===== config.mk =====
export PLATFORM = sky130hd
export DESIGN_NAME = cv32e40x_mpu_gate_flat
export DESIGN_NICKNAME = d
export VERILOG_FILES = /design/src/rtl/cv32e40x_mpu_gate_if.sv /design/src/rtl/cv32e40x_mpu_gate.sv /design/src/flat_wrapper.sv
export SDC_FILE = /design/constraint.sdc
export NUM_CORES = 1
export LEC_CHECK = 0
export ABC_AREA = 1
export BUFFER_PORTS_ARGS = -buffer_cell sky130_fd_sc_hd__buf_4
export CORE_AREA = 3 3 92 94
export CTS_CLUSTER_DIAMETER = 80
export DETAILED_ROUTE_END_ITERATION = 8
export DIE_AREA = 0 0 95 97
export PLACE_DENSITY_LB_ADDON = 0.05
export SETUP_SLACK_MARGIN = 0.15
export SKIP_LAST_GASP = 1
export SLEW_MARGIN = 20
export SYNTH_ARGS = -nofsm -noshare
export SYNTH_HDL_FRONTEND = slang
export SYNTH_SLANG_ARGS = --single-unit

===== constraint.sdc =====
create_clock -name clk -period 3.7 [get_ports clk]
set_input_delay 0.37 -clock clk [delete_from_list [all_inputs] [get_ports clk]]
set_output_delay 0.37 -clock clk [all_outputs]
set_load 0.1 [all_outputs]

===== src/rtl/cv32e40x_mpu_gate_if.sv =====
// Bus-side request/response channel between the MPU gate (master) and the OBI interface (slave).
interface cv32e40x_mpu_gate_if;
   logic        trans_valid;
   logic        trans_ready;
   logic [31:0] trans_addr;
   logic [31:0] trans_wdata;
   logic        trans_we;
   logic        trans_bufferable;
   logic        trans_cacheable;
   logic        resp_valid;
   logic [31:0] resp_rdata;
   logic        resp_err;

   modport master (
      output trans_valid, trans_addr, trans_wdata, trans_we, trans_bufferable, trans_cacheable,
      input  trans_ready, resp_valid, resp_rdata, resp_err
   );

   modport slave (
      input  trans_valid, trans_addr, trans_wdata, trans_we, trans_bufferable, trans_cacheable,
      output trans_ready, resp_valid, resp_rdata, resp_err
   );
endinterface


===== src/rtl/cv32e40x_mpu_gate.sv =====
// Gates core transactions on the PMA verdict: legal ones go to the bus, rejected ones get a
// local fault response ordered behind all outstanding bus responses.
module cv32e40x_mpu_gate #(
   parameter bit          IF_STAGE        = 1'b0,
   parameter int unsigned MAX_OUTSTANDING = 2
) (
   input  logic        clk,
   input  logic        rst_n,
   input  logic        core_trans_valid_i,
   output logic        core_trans_ready_o,
   input  logic [31:0] core_trans_addr_i,
   input  logic        core_trans_we_i,
   input  logic [31:0] core_trans_wdata_i,
   output logic [31:0] pma_addr_o,
   input  logic        pma_err_i,
   input  logic        pma_bufferable_i,
   input  logic        pma_cacheable_i,
   cv32e40x_mpu_gate_if.master bus,
   output logic        core_resp_valid_o,
   output logic [31:0] core_resp_rdata_o,
   output logic        core_resp_err_o,
   output logic [1:0]  core_mpu_status_o,
   output logic        busy_o
);

   localparam int unsigned CW = $clog2(MAX_OUTSTANDING + 1);
   localparam logic [CW-1:0] MAX_CNT = CW'(MAX_OUTSTANDING);

   typedef enum logic [1:0] {IDLE, RD_ERR, WR_ERR} state_t;

   state_t        state, state_nxt;
   logic [CW-1:0] cnt;
   logic          we_eff;
   logic          room;
   logic          bus_valid;
   logic          fault_accept;
   logic          inc, dec;

   assign we_eff = IF_STAGE ? 1'b0 : core_trans_we_i;
   assign room   = cnt < MAX_CNT;

   // Fault is only taken with nothing outstanding, so it cannot overtake a bus response.
   assign fault_accept = (state == IDLE) && core_trans_valid_i && pma_err_i && (cnt == '0);

   assign pma_addr_o            = core_trans_addr_i;
   assign bus.trans_addr        = core_trans_addr_i;
   assign bus.trans_wdata       = core_trans_wdata_i;
   assign bus.trans_we          = we_eff;
   assign bus.trans_bufferable  = pma_bufferable_i;
   assign bus.trans_cacheable   = pma_cacheable_i;
   assign bus.trans_valid       = bus_valid;

   always_ff @(posedge clk or negedge rst_n) begin
      if (!rst_n) state <= IDLE;
      else        state <= state_nxt;
   end

   always_comb begin
      state_nxt = IDLE;
      if (fault_accept) state_nxt = we_eff ? WR_ERR : RD_ERR;
   end

   always_comb begin
      bus_valid          = 1'b0;
      core_trans_ready_o = 1'b0;
      core_resp_valid_o  = bus.resp_valid;
      core_resp_rdata_o  = bus.resp_rdata;
      core_resp_err_o    = bus.resp_err;
      core_mpu_status_o  = 2'b00;
      case (state)
         IDLE: begin
            if (!pma_err_i) begin
               bus_valid          = core_trans_valid_i && room;
               core_trans_ready_o = bus.trans_ready && room;
            end else if (core_trans_valid_i) begin
               core_trans_ready_o = (cnt == '0);
            end
         end
         RD_ERR, WR_ERR: begin
            core_resp_valid_o = 1'b1;
            core_resp_rdata_o = '0;
            core_resp_err_o   = 1'b0;
            core_mpu_status_o = (state == WR_ERR) ? 2'b10 : 2'b01;
         end
         default: ;
      endcase
   end

   assign inc = bus_valid && bus.trans_ready;
   assign dec = bus.resp_valid && (cnt != '0);

   always_ff @(posedge clk or negedge rst_n) begin
      if (!rst_n) begin
         cnt <= '0;
      end else begin
         case ({inc, dec})
            2'b10:   cnt <= cnt + CW'(1);
            2'b01:   cnt <= cnt - CW'(1);
            default: cnt <= cnt;
         endcase
      end
   end

   assign busy_o = (cnt != '0) || (state != IDLE);

   resp_without_outstanding: assert property (@(posedge clk) disable iff (!rst_n)
      bus.resp_valid |-> (cnt != '0));

endmodule


===== src/flat_wrapper.sv =====
// flat-port wrapper written by rule: the top's interface ports become plain ports
module cv32e40x_mpu_gate_flat 
#(
   parameter bit          IF_STAGE        = 1'b0,
   parameter int unsigned MAX_OUTSTANDING = 2
)
  (clk, rst_n, core_trans_valid_i, core_trans_ready_o, core_trans_addr_i, core_trans_we_i, core_trans_wdata_i, pma_addr_o, pma_err_i, pma_bufferable_i, pma_cacheable_i, core_resp_valid_o, core_resp_rdata_o, core_resp_err_o, core_mpu_status_o, busy_o, bus_trans_valid, bus_trans_addr, bus_trans_wdata, bus_trans_we, bus_trans_bufferable, bus_trans_cacheable, bus_trans_ready, bus_resp_valid, bus_resp_rdata, bus_resp_err);
  cv32e40x_mpu_gate_if bus_i ();
  input  logic clk;
  input  logic rst_n;
  input  logic core_trans_valid_i;
  output logic core_trans_ready_o;
  input  logic [31:0] core_trans_addr_i;
  input  logic core_trans_we_i;
  input  logic [31:0] core_trans_wdata_i;
  output logic [31:0] pma_addr_o;
  input  logic pma_err_i;
  input  logic pma_bufferable_i;
  input  logic pma_cacheable_i;
  output logic core_resp_valid_o;
  output logic [31:0] core_resp_rdata_o;
  output logic core_resp_err_o;
  output logic [1:0] core_mpu_status_o;
  output logic busy_o;
  output wire logic [$bits(bus_i.trans_valid)-1:0] bus_trans_valid;
  output wire logic [$bits(bus_i.trans_addr)-1:0] bus_trans_addr;
  output wire logic [$bits(bus_i.trans_wdata)-1:0] bus_trans_wdata;
  output wire logic [$bits(bus_i.trans_we)-1:0] bus_trans_we;
  output wire logic [$bits(bus_i.trans_bufferable)-1:0] bus_trans_bufferable;
  output wire logic [$bits(bus_i.trans_cacheable)-1:0] bus_trans_cacheable;
  input wire logic [$bits(bus_i.trans_ready)-1:0] bus_trans_ready;
  input wire logic [$bits(bus_i.resp_valid)-1:0] bus_resp_valid;
  input wire logic [$bits(bus_i.resp_rdata)-1:0] bus_resp_rdata;
  input wire logic [$bits(bus_i.resp_err)-1:0] bus_resp_err;
  assign bus_trans_valid = bus_i.trans_valid;
  assign bus_trans_addr = bus_i.trans_addr;
  assign bus_trans_wdata = bus_i.trans_wdata;
  assign bus_trans_we = bus_i.trans_we;
  assign bus_trans_bufferable = bus_i.trans_bufferable;
  assign bus_trans_cacheable = bus_i.trans_cacheable;
  assign bus_i.trans_ready = bus_trans_ready;
  assign bus_i.resp_valid = bus_resp_valid;
  assign bus_i.resp_rdata = bus_resp_rdata;
  assign bus_i.resp_err = bus_resp_err;
  cv32e40x_mpu_gate #(.IF_STAGE(IF_STAGE), .MAX_OUTSTANDING(MAX_OUTSTANDING)) u_core (.clk(clk), .rst_n(rst_n), .core_trans_valid_i(core_trans_valid_i), .core_trans_ready_o(core_trans_ready_o), .core_trans_addr_i(core_trans_addr_i), .core_trans_we_i(core_trans_we_i), .core_trans_wdata_i(core_trans_wdata_i), .pma_addr_o(pma_addr_o), .pma_err_i(pma_err_i), .pma_bufferable_i(pma_bufferable_i), .pma_cacheable_i(pma_cacheable_i), .bus(bus_i), .core_resp_valid_o(core_resp_valid_o), .core_resp_rdata_o(core_resp_rdata_o), .core_resp_err_o(core_resp_err_o), .core_mpu_status_o(core_mpu_status_o), .busy_o(busy_o));
endmodule

==> results.yml, run 1 <==
synth:
  synth_top_cell_by_area: "buf_4"
  yosysWarnings: 0
  synth.area.top_cells: "buf_4 (57%), inv_1 (12%), nor2_1 (11%)"
  synth_cells: 205
  ys_ff_latch: 4
  avgSynthCellArea_um2: 6.415
  synth_top_area_frac: 0.5709
  synth_nets: 315
  netlist_area_um2: 1315
  ys_seq_area_frac: 0.07612
  synth_cell_types: 14
critical_path:
  cp-start-kind: "register"
  slowest_stage: "ha_2"
  critical_path_buf_inv_count: 2
  cp.required_ps: 3330
  cp-startpoint: "u_core.state[0]"
  cp_cell_sequence: "inv_1 > ha_2 > or2_2 > buf_4"
  crit_fanout: 34
  worstPathArrival_ps: 1850
  slowest_delay_ps: 720
  crit_family: "adder cells"
  critical_path_class: "reg -> out"
  end_kind: "primary output"
  regToRegStartpoint: "u_core.state[0]"
clock_tree:
  cts_buffers: 3
  h-tree-depth: 1
  insertion_delay_ps: 210
  path_clk_slew_ps: 30
  cts_resized: 0
  postCtsHoldBufs: 1
  cts_tree: "done"
  clk_path_buf_depth: 2
  cts_setup_buffers: 0
  ctsRootBufferMaster: "clkbuf_8"
  cts.sinks: 4
sta:
  period_minus_slack_ps: 2215
  final-setup-viol-count: 0
  slew_headroom: 0.5934
  setup_tns_ps: 0
  period_share: 0.5987
  worstMarginPinSlew_ps: 609.8
  rsz0062_at_grt: "no"
  max_freq_mhz: 451.4
  clock_skew_ps: 0.3978
  drv_slew: 0
  hold_viol: 0
power_and_ir_drop:
  power_density_nw_per_um2: 681.6
  ir_drop_mv: 0.3915
  p_leak_nw: 0.8224
floorplanning:
  rows: 32
  die_y_um: 97
  start_util: 0.1702
  ios: 244
  dieArea_um2: 9215
  fp.dieW_um: 95
  coreArea_um2: 7727
drt:
  avgViaCountPerCell: 3.244
  wl_um: 2979
  final_antenna_net_count: 0
  vias: 931
  post_drt_wl_per_cell_um: 10.38
  drt_iter0_drc: 7
  drc: 0
  drtPass1Iterations: 4
final_layout:
  drive_above_1_share: 0.4649
  antenna_cells: 0
  fin_nets: 297
  fin_cells: 287
  areaGrowthSynthToFinish_pct: -0.7613
  n_fill_cell: 905
run_status:
  run_status: "completed"
worst_hold_path:
  hp-start: "core_trans_we_i"
  hp-class: "in -> reg"
grt:
  grt_usage: 0.05867
  grt_overflow: 0
  grt_pass1_wl_um: 4388
  antenna_found_initial: 0
  first_global_vias: 966
  grt_max_degree: 35
placed_design:
  dpl.cell_count: 283
  port_buffers: 79
  hpwlAfterDp_um: 2592
  place.gp.congestion: 0.6826
job:
  drv_cap: 0
-- metal layers --
metal,track usage,share of wire,up-vias,wire length (um)
li1,-,-,441,-
met4,0.02109,0.0064,0,19
met1,0.04565,0.30,383,897
met2,0.1079,0.51,104,1533
met3,0.04355,0.18,3,529
met5,0,0,-,0
-- cells by family after synthesis --
logic type / synth area share
flops: 0.07612
buf+inv: 0.7136
fa+ha+maj: 0.03806
simple gates: 0.1656
xor+xnor: 0.006662
-- per-stage QoR --
step / hold WS, ps / total power, mW / cell area (um2) / setup WS (ps) / util
floorplan: 74.41 / 1.158 / 1315 / 435.9 / -
global placement: 175.4 / 0.8066 / 1251 / 1405 / 0.1619
detailed placement: 174.9 / 0.8058 / 1251 / 1317 / 0.1619
CTS: 326.4 / 0.8999 / 1303 / 1078 / 0.1686
global route: 327.8 / 0.9345 / 1305 / 1332 / 0.1689
finish: 327.0 / 0.8895 / 1305 / 1485 / 0.1689
-- area by class of cell --
cell class,instances,area [um2],share of cell area
Inverter,41,153.9,0.1179
Sequential cell,4,100.1,0.07670
Clock buffer,3,41.29,0.03164
Tap cell,102,127.6,0.09779
Timing Repair Buffer,80,603.1,0.4621
Multi-Input combinational cell,57,279.0,0.2138
-- power breakdown --
part           total, mW  internal, mW  switching (mW)
Clock             0.0892        0.0691          0.0201
Sequential        0.0713        0.0578          0.0135
Combinational      0.729         0.152           0.577
-- sequential cells by signal (all words and copies together) (netlist names) --
signal / count
u_core.state: 2
u_core.cnt: 2
-- cell usage after synthesis (all sizes together) --
| cell | count |
|---|---|
| buf | 103 |
| inv | 41 |
| nor2 | 38 |
| nand2 | 8 |
| dfrtp | 4 |
| ha | 4 |
| nand3 | 2 |
| nand4 | 2 |
| nor3b | 1 |
| or2 | 1 |
| xnor2 | 1 |
-- path summary, 6_finish.rpt --
kind / end / slack (ps) / cells after the start
max: core_resp_valid_o / 1480 / 4
min: u_core.state[0] / 330 / 2
max reg2reg: u_core.cnt[1] / 2050 / 10
min reg2reg: u_core.cnt[1] / 510 / 2
max in group asynchronous: u_core.cnt[0] / 3100 / 2
min in group asynchronous: u_core.state[0] / 490 / 2
-- cells in the final DEF (no fill, tap or decap) --
cell type,netlist,layout
buf_4,100,79
inv_1,41,41
nor2_1,37,37
nand2_1,8,8
dfrtp_1,4,4
ha_1,4,3
clkbuf_8,0,3
nand3_1,2,2
nor2_2,1,1
nor3b_1,1,1
nand4_2,1,1
or2_2,1,1
xnor2_1,1,1
nand4_1,1,1
ha_2,0,1
dlygate4sd3_1,0,1
Note: power is estimated with default switching activity, not from simulation.
==> run 2: changes to the inputs <==
--- a/config.mk
+++ b/config.mk
@@ -7,10 +7,10 @@
 export LEC_CHECK = 0
 export ABC_AREA = 1
 export BUFFER_PORTS_ARGS = -buffer_cell sky130_fd_sc_hd__buf_4
-export CORE_AREA = 3 3 92 94
+export CORE_AREA = 3 3 93 95
 export CTS_CLUSTER_DIAMETER = 80
 export DETAILED_ROUTE_END_ITERATION = 8
-export DIE_AREA = 0 0 95 97
+export DIE_AREA = 0 0 96 98
 export PLACE_DENSITY_LB_ADDON = 0.05
 export SETUP_SLACK_MARGIN = 0.15
 export SKIP_LAST_GASP = 1
==> constraint.sdc (replaced) <==
create_clock -name clk -period 1.8 [get_ports clk]
set_input_delay 0.18 -clock clk [delete_from_list [all_inputs] [get_ports clk]]
set_output_delay 0.18 -clock clk [all_outputs]
set_load 0.1 [all_outputs]
==> run 2 against run 1 <==
  * Power grew to 2.7 times the previous value
  * Register-to-register slack got worse by 1800 ps
  * Critical endpoint is now core_resp_rdata_o[29]
  * Worst hold slack worse by 190 ps
  * Routed wire length increased by 11%
  * Worst setup slack worse by 1300 ps
  * Core utilization rose by 9.7 points
  * Via count up 6.4%
  * First-iteration DRC count rose to 2.7 times the previous value
  * Combinational power increased to 2.8 times the previous value
  * Flip-flop and latch count stayed put
  * Clock power grew 110%
  * Global-route usage is 0.36 points higher
==> results.yml, run 2 (synthesized netlist as in run 1, its figures left out) <==
drt:
  drtPass1Iterations: 4
  final_antenna_net_count: 0
  vias: 991
  drc: 0
  avgViaCountPerCell: 3.382
  wl_um: 3303
  post_drt_wl_per_cell_um: 11.27
  drt_iter0_drc: 19
grt:
  grt_pass1_wl_um: 4726
  grt_overflow: 0
  grt_max_degree: 24
  first_global_vias: 992
  antenna_found_initial: 0
  grt_usage: 0.06225
critical_path:
  crit_fanout: 10
  slowest_stage: "dfrtp_1"
  worstPathArrival_ps: 1450
  end_kind: "primary output"
  cp.required_ps: 1620
  critical_path_buf_inv_count: 3
  slowest_delay_ps: 380
  crit_family: "buffers and inverters"
  critical_path_class: "reg -> out"
  cp_cell_sequence: "inv_2 > ha_4 > buf_12 > nor2_2 > buf_6"
  cp-start-kind: "register"
placed_design:
  dpl.cell_count: 285
  hpwlAfterDp_um: 2601
  place_ws_ps: 92.60
  place.gp.congestion: 0.6798
  port_buffers: 79
sta:
  hold_viol: 0
  setup_slack_ps: 173.4
  drv_slew: 0
  clock_skew_ps: 2.186
  final-setup-viol-count: 0
  max_freq_mhz: 614.8
  slew_headroom: 0.8141
  worstMarginPinSlew_ps: 281.1
  setup_tns_ps: 0
  period_share: 0.9037
  period_minus_slack_ps: 1627
  rsz0062_at_grt: "yes"
job:
  drv_cap: 0
clock_tree:
  h-tree-depth: 1
  clk_path_buf_depth: 2
  cts_tree: "done"
  ctsRootBufferMaster: "clkbuf_8"
  cts_buffers: 3
  insertion_delay_ps: 210
  cts.sinks: 4
  path_clk_slew_ps: 30
floorplanning:
  coreArea_um2: 7807
  rows: 32
  dieArea_um2: 9408
  start_util: 0.1684
  ios: 244
  fp.dieW_um: 96
  die_y_um: 98
final_layout:
  antenna_cells: 0
  drive_above_1_share: 0.6911
  areaGrowthSynthToFinish_pct: 57.75
  mostFrequentLayoutCells: "buf_4 (46), inv_1 (39), buf_12 (32)"
  mostFrequentLayoutCell: "buf_4"
  fin_cells: 293
  largest_registers: "u_core.cnt (2), u_core.state (2)"
  fin_nets: 303
worst_hold_path:
  hp-class: "in -> reg"
run_status:
  run_status: "completed"
power_and_ir_drop:
  power_density_nw_per_um2: 1157
  p_leak_nw: 1.056
  ir_drop_mv: 0.6295
==> run 2: cell count changes in the layout (fill, tap and decap cells not counted), sizes merged <==
cell / change
buf: +5
clkbuf: +1
==> run 2: metrics by stage <==
step | utilization | total power [mW] | area (um2) | hold WS [ps]
floorplan | - | 2.442 | 1411 | -115.6
global placement | 0.1764 | 1.753 | 1378 | -19.77
detailed placement | 0.1764 | 1.750 | 1378 | -18.20
CTS | 0.2426 | 2.291 | 1894 | 133.2
global route | 0.2657 | 2.503 | 2074 | 146.9
finish | 0.2657 | 2.399 | 2074 | 135.8
==> run 2: per-layer routing <==
layer,track usage,vias to the layer above,share of wire
met5,0,-,0
met4,0.01969,0,0.0076
met3,0.03698,6,0.15
met2,0.1004,74,0.50
met1,0.06741,451,0.33
li1,-,460,-
==> run 2: what timing repair did <==
action / 4_1_cts / 5_1_grt
setup endpoints to repair: 37 / 29
setup buffers: 0 / 2
endpoints found under the hold margin: 4 / 0
hold buffers: 1 / 0
resized for setup: 109 / 27
gates cloned: 0 / 2
pin swaps: 1 / 6
==> run 2: layout make-up <==
class	instances	area (um2)
Clock buffer	3	41.29
Multi-Input combinational cell	57	543.0
Sequential cell	4	100.1
Tap cell	102	127.6
Fill cell	823	5733
Inverter	41	153.9
Timing Repair Buffer	86	1109
==> run 2: final timing paths <==
kind	from	end	slack [ps]	cells past startpoint
max reg2reg	u_core.state[0]	u_core.cnt[1]	260	10
min	core_trans_we_i	u_core.state[0]	140	2
max	u_core.state[0]	core_resp_rdata_o[29]	170	5
min in group asynchronous	rst_n	u_core.cnt[1]	300	2
max in group asynchronous	rst_n	u_core.state[1]	1390	2
min reg2reg	u_core.cnt[1]	u_core.cnt[1]	540	2
==> run 2: power breakdown <==
part | internal, mW | switching (mW)
Sequential | 0.119 | 0.0302
Clock | 0.142 | 0.0405
Combinational | 0.701 | 1.37
Total | 0.962 | 1.44
==> run 3: changes to the inputs <==
--- a/config.mk
+++ b/config.mk
@@ -5,12 +5,11 @@
 export SDC_FILE = /design/constraint.sdc
 export NUM_CORES = 1
 export LEC_CHECK = 0
-export ABC_AREA = 1
 export BUFFER_PORTS_ARGS = -buffer_cell sky130_fd_sc_hd__buf_4
-export CORE_AREA = 3 3 93 95
+export CORE_AREA = 3 3 95 97
 export CTS_CLUSTER_DIAMETER = 80
 export DETAILED_ROUTE_END_ITERATION = 8
-export DIE_AREA = 0 0 96 98
+export DIE_AREA = 0 0 98 100
 export PLACE_DENSITY_LB_ADDON = 0.05
 export SETUP_SLACK_MARGIN = 0.15
 export SKIP_LAST_GASP = 1
==> run 3 against run 2 <==
  * Clock-buffer cell count unchanged
  * Worst hold slack better by 8.4 ps
  * Clock skew barely moved
  * Power shrank 3.9%
  * Combinational power decreased by 5%
  * Sequential power increased by 5%
  * Global-route usage is 1.5 points higher
  * Core utilization shrank 1.7 points
  * Via count fell by 13%
  * Clock power about the same
  * Highest routed layer unchanged
==> results.yml, run 3 <==
run_status:
  run_status: "completed"
critical_path:
  regToRegStartpoint: "u_core.state[0]"
  r2r-end: "u_core.cnt[1]"
  cp-startpoint: "u_core.state[0]"
  crit_fanout: 12
  worstPathArrival_ps: 1440
  slowest_stage: "dfrtp_1"
  cp_cell_sequence: "inv_2 > ha_4 > buf_16 > nor2b_4 > buf_12"
  critPathCapture: "core_resp_rdata_o[0]"
  cp.required_ps: 1620
  worstRegToRegCells: 8
  critical_path_class: "reg -> out"
  regToRegSetupSlack_ps: 270
  cp-start-kind: "register"
  slowest_delay_ps: 370
  end_kind: "primary output"
drt:
  drt_iter0_drc: 2
  post_drt_wl_per_cell_um: 15.87
  wl_um: 3999
  drc: 0
  avgViaCountPerCell: 3.433
  drtPass1Iterations: 2
  vias: 865
  final_antenna_net_count: 0
sta:
  holdWs_ps: 144.2
  slew_headroom: 0.8239
  rsz0062_at_grt: "yes"
  max_freq_mhz: 616.4
  period_share: 0.9014
  clock_skew_ps: 2.435
  drv_slew: 0
  period_minus_slack_ps: 1622
  hold_viol: 0
  worstMarginPinSlew_ps: 256.8
  final-setup-viol-count: 0
  setup_tns_ps: 0
synth:
  synth_cell_types: 16
  synth_nets: 272
  ys_seq_area_frac: 0.08122
  yosysWarnings: 0
  ys_top_cells_by_count: "buf_4 (99), nor2b_1 (34), dfrtp_1 (4), ha_1 (4), nor2_1 (4)"
  avgSynthCellArea_um2: 7.608
  netlist_area_um2: 1232
  synth_top_cell_by_area: "buf_4"
  synth_cells: 162
  synth_edf_count: 0
  synth_top_area_frac: 0.6030
  yosysMostFrequentCell: "buf_4"
  async_reset_ff_frac: 1.000
  synth_top_flop_cell: "dfrtp_1"
  synth.area.top_cells: "buf_4 (60%), nor2b_1 (17%), dfrtp_1 (8.1%)"
  ys_ff_latch: 4
clock_tree:
  h-tree-depth: 1
  path_clk_slew_ps: 30
  cts_buffers: 3
  cts_tree: "done"
  insertion_delay_ps: 210
  ctsRootBufferMaster: "clkbuf_8"
  clk_path_buf_depth: 2
  cts.sinks: 4
final_layout:
  drive_above_1_share: 0.8707
  mostFrequentLayoutCells: "buf_4 (46), buf_12 (34), nor2b_4 (33)"
  areaGrowthSynthToFinish_pct: 65.69
  multi_input_area_um2: 655.6
  n_fill_cell: 875
  largest_registers: "u_core.cnt (2), u_core.state (2)"
  antenna_cells: 0
  fin_cells: 252
  fin_area_um2: 2042
  fin_nets: 259
  seq_area_um2: 100.1
  mostFrequentLayoutCell: "buf_4"
floorplanning:
  rows: 33
  ios: 244
  die_y_um: 100
  start_util: 0.1500
  dieArea_um2: 9800
  fp.dieW_um: 98
  coreArea_um2: 8217
power_and_ir_drop:
  p_leak_nw: 1.005
  power.switching_mw: 1.328
  power_density_nw_per_um2: 1130
  combPwrFrac: 0.853
  clockPowerShare: 0.079
  totalPowerFinal_mw: 2.307
  p_seq_frac: 0.068
  ir_drop_mv: 0.4048
  p_sw_frac: 0.5757
  internal_power_uw: 978.7
grt:
  grt_pass1_wl_um: 5906
  grt_usage: 0.07718
  grt_max_degree: 13
  antenna_found_initial: 0
  first_global_vias: 1011
  grt_overflow: 0
placed_design:
  hpwlAfterDp_um: 3478
  dpl.cell_count: 246
  port_buffers: 79
  placed_cell_area_um2: 1519
  place.gp.congestion: 0.6840
job:
  drv_cap: 0
worst_hold_path:
  hp-class: "in -> reg"
  hp-start: "core_trans_we_i"
==> run 3: power by group through the flow <==
stage	combinational, mW	sequential (mW)	clock (mW)
5_1_grt	2.04	0.161	0.203
6_report	1.97	0.156	0.183
2_1_floorplan	2.34	0.150	0
3_3_place_gp	1.64	0.159	0
4_1_cts	1.94	0.157	0.189
3_5_place_dp	1.63	0.158	0
==> run 3: stage by stage <==
step                  util  worst slack [ps]
CTS                 0.2417             146.7
finish              0.2485             177.5
global placement    0.1849             248.3
detailed placement  0.1849             220.1
floorplan                -            -6.334
global route        0.2485             121.7
==> run 3: cell families (layout without fill, tap and decap cells) <==
logic type | after synthesis | after routing | synth area share
fa+ha+maj | 4 | 4 | 0.04061
mux | 1 | 1 | 0.008122
buf+inv | 105 | 90 | 0.6244
xor+xnor | 3 | 3 | 0.02132
flops | 4 | 4 | 0.08122
simple gates | 45 | 45 | 0.2244
==> run 3: layer usage <==
metal  global-route usage  vias up  share of wire
met5                    0        -              0
met4              0.04047        0          0.031
met3              0.06324       22           0.20
met2               0.1366      116           0.52
met1              0.05872      366           0.25
li1                     -      361              -
==> run 3: what timing repair did <==
action                                 4_1_cts  5_1_grt
buffers inserted                             0        1
gates cloned                                 1        0
pin swaps                                    0        1
endpoints found under the hold margin        4        0
resized for setup                           97       10
setup endpoints to repair                   33       35
hold buffers                                 1        0
==> run 3: how the worst min path moves through the flow <==
stage,endpoint,depth (start not counted)
finish,u_core.state[0],2
global route,u_core.state[0],2
CTS,u_core.state[0],2
detailed placement,u_core.cnt[1],1
global placement,u_core.cnt[0],1
floorplan,u_core.cnt[0],0
==> run 3: layout make-up <==
class | instances | share of cell area
clock buffer | 3 | 0.02022
inverter | 3 | 0.005515
multi-input combinational | 53 | 0.3211
sequential | 4 | 0.04902
tap | 105 | 0.06434
timing repair buffer | 84 | 0.5398
==> run 3: worst max-delay path: cells and delay by family, from the launching register on <==
kind	cells	cell delay [ps]
DFF	1	370
buffers and inverters	3	450
adders and majority gates	1	250
and+or+nand+nor	1	140
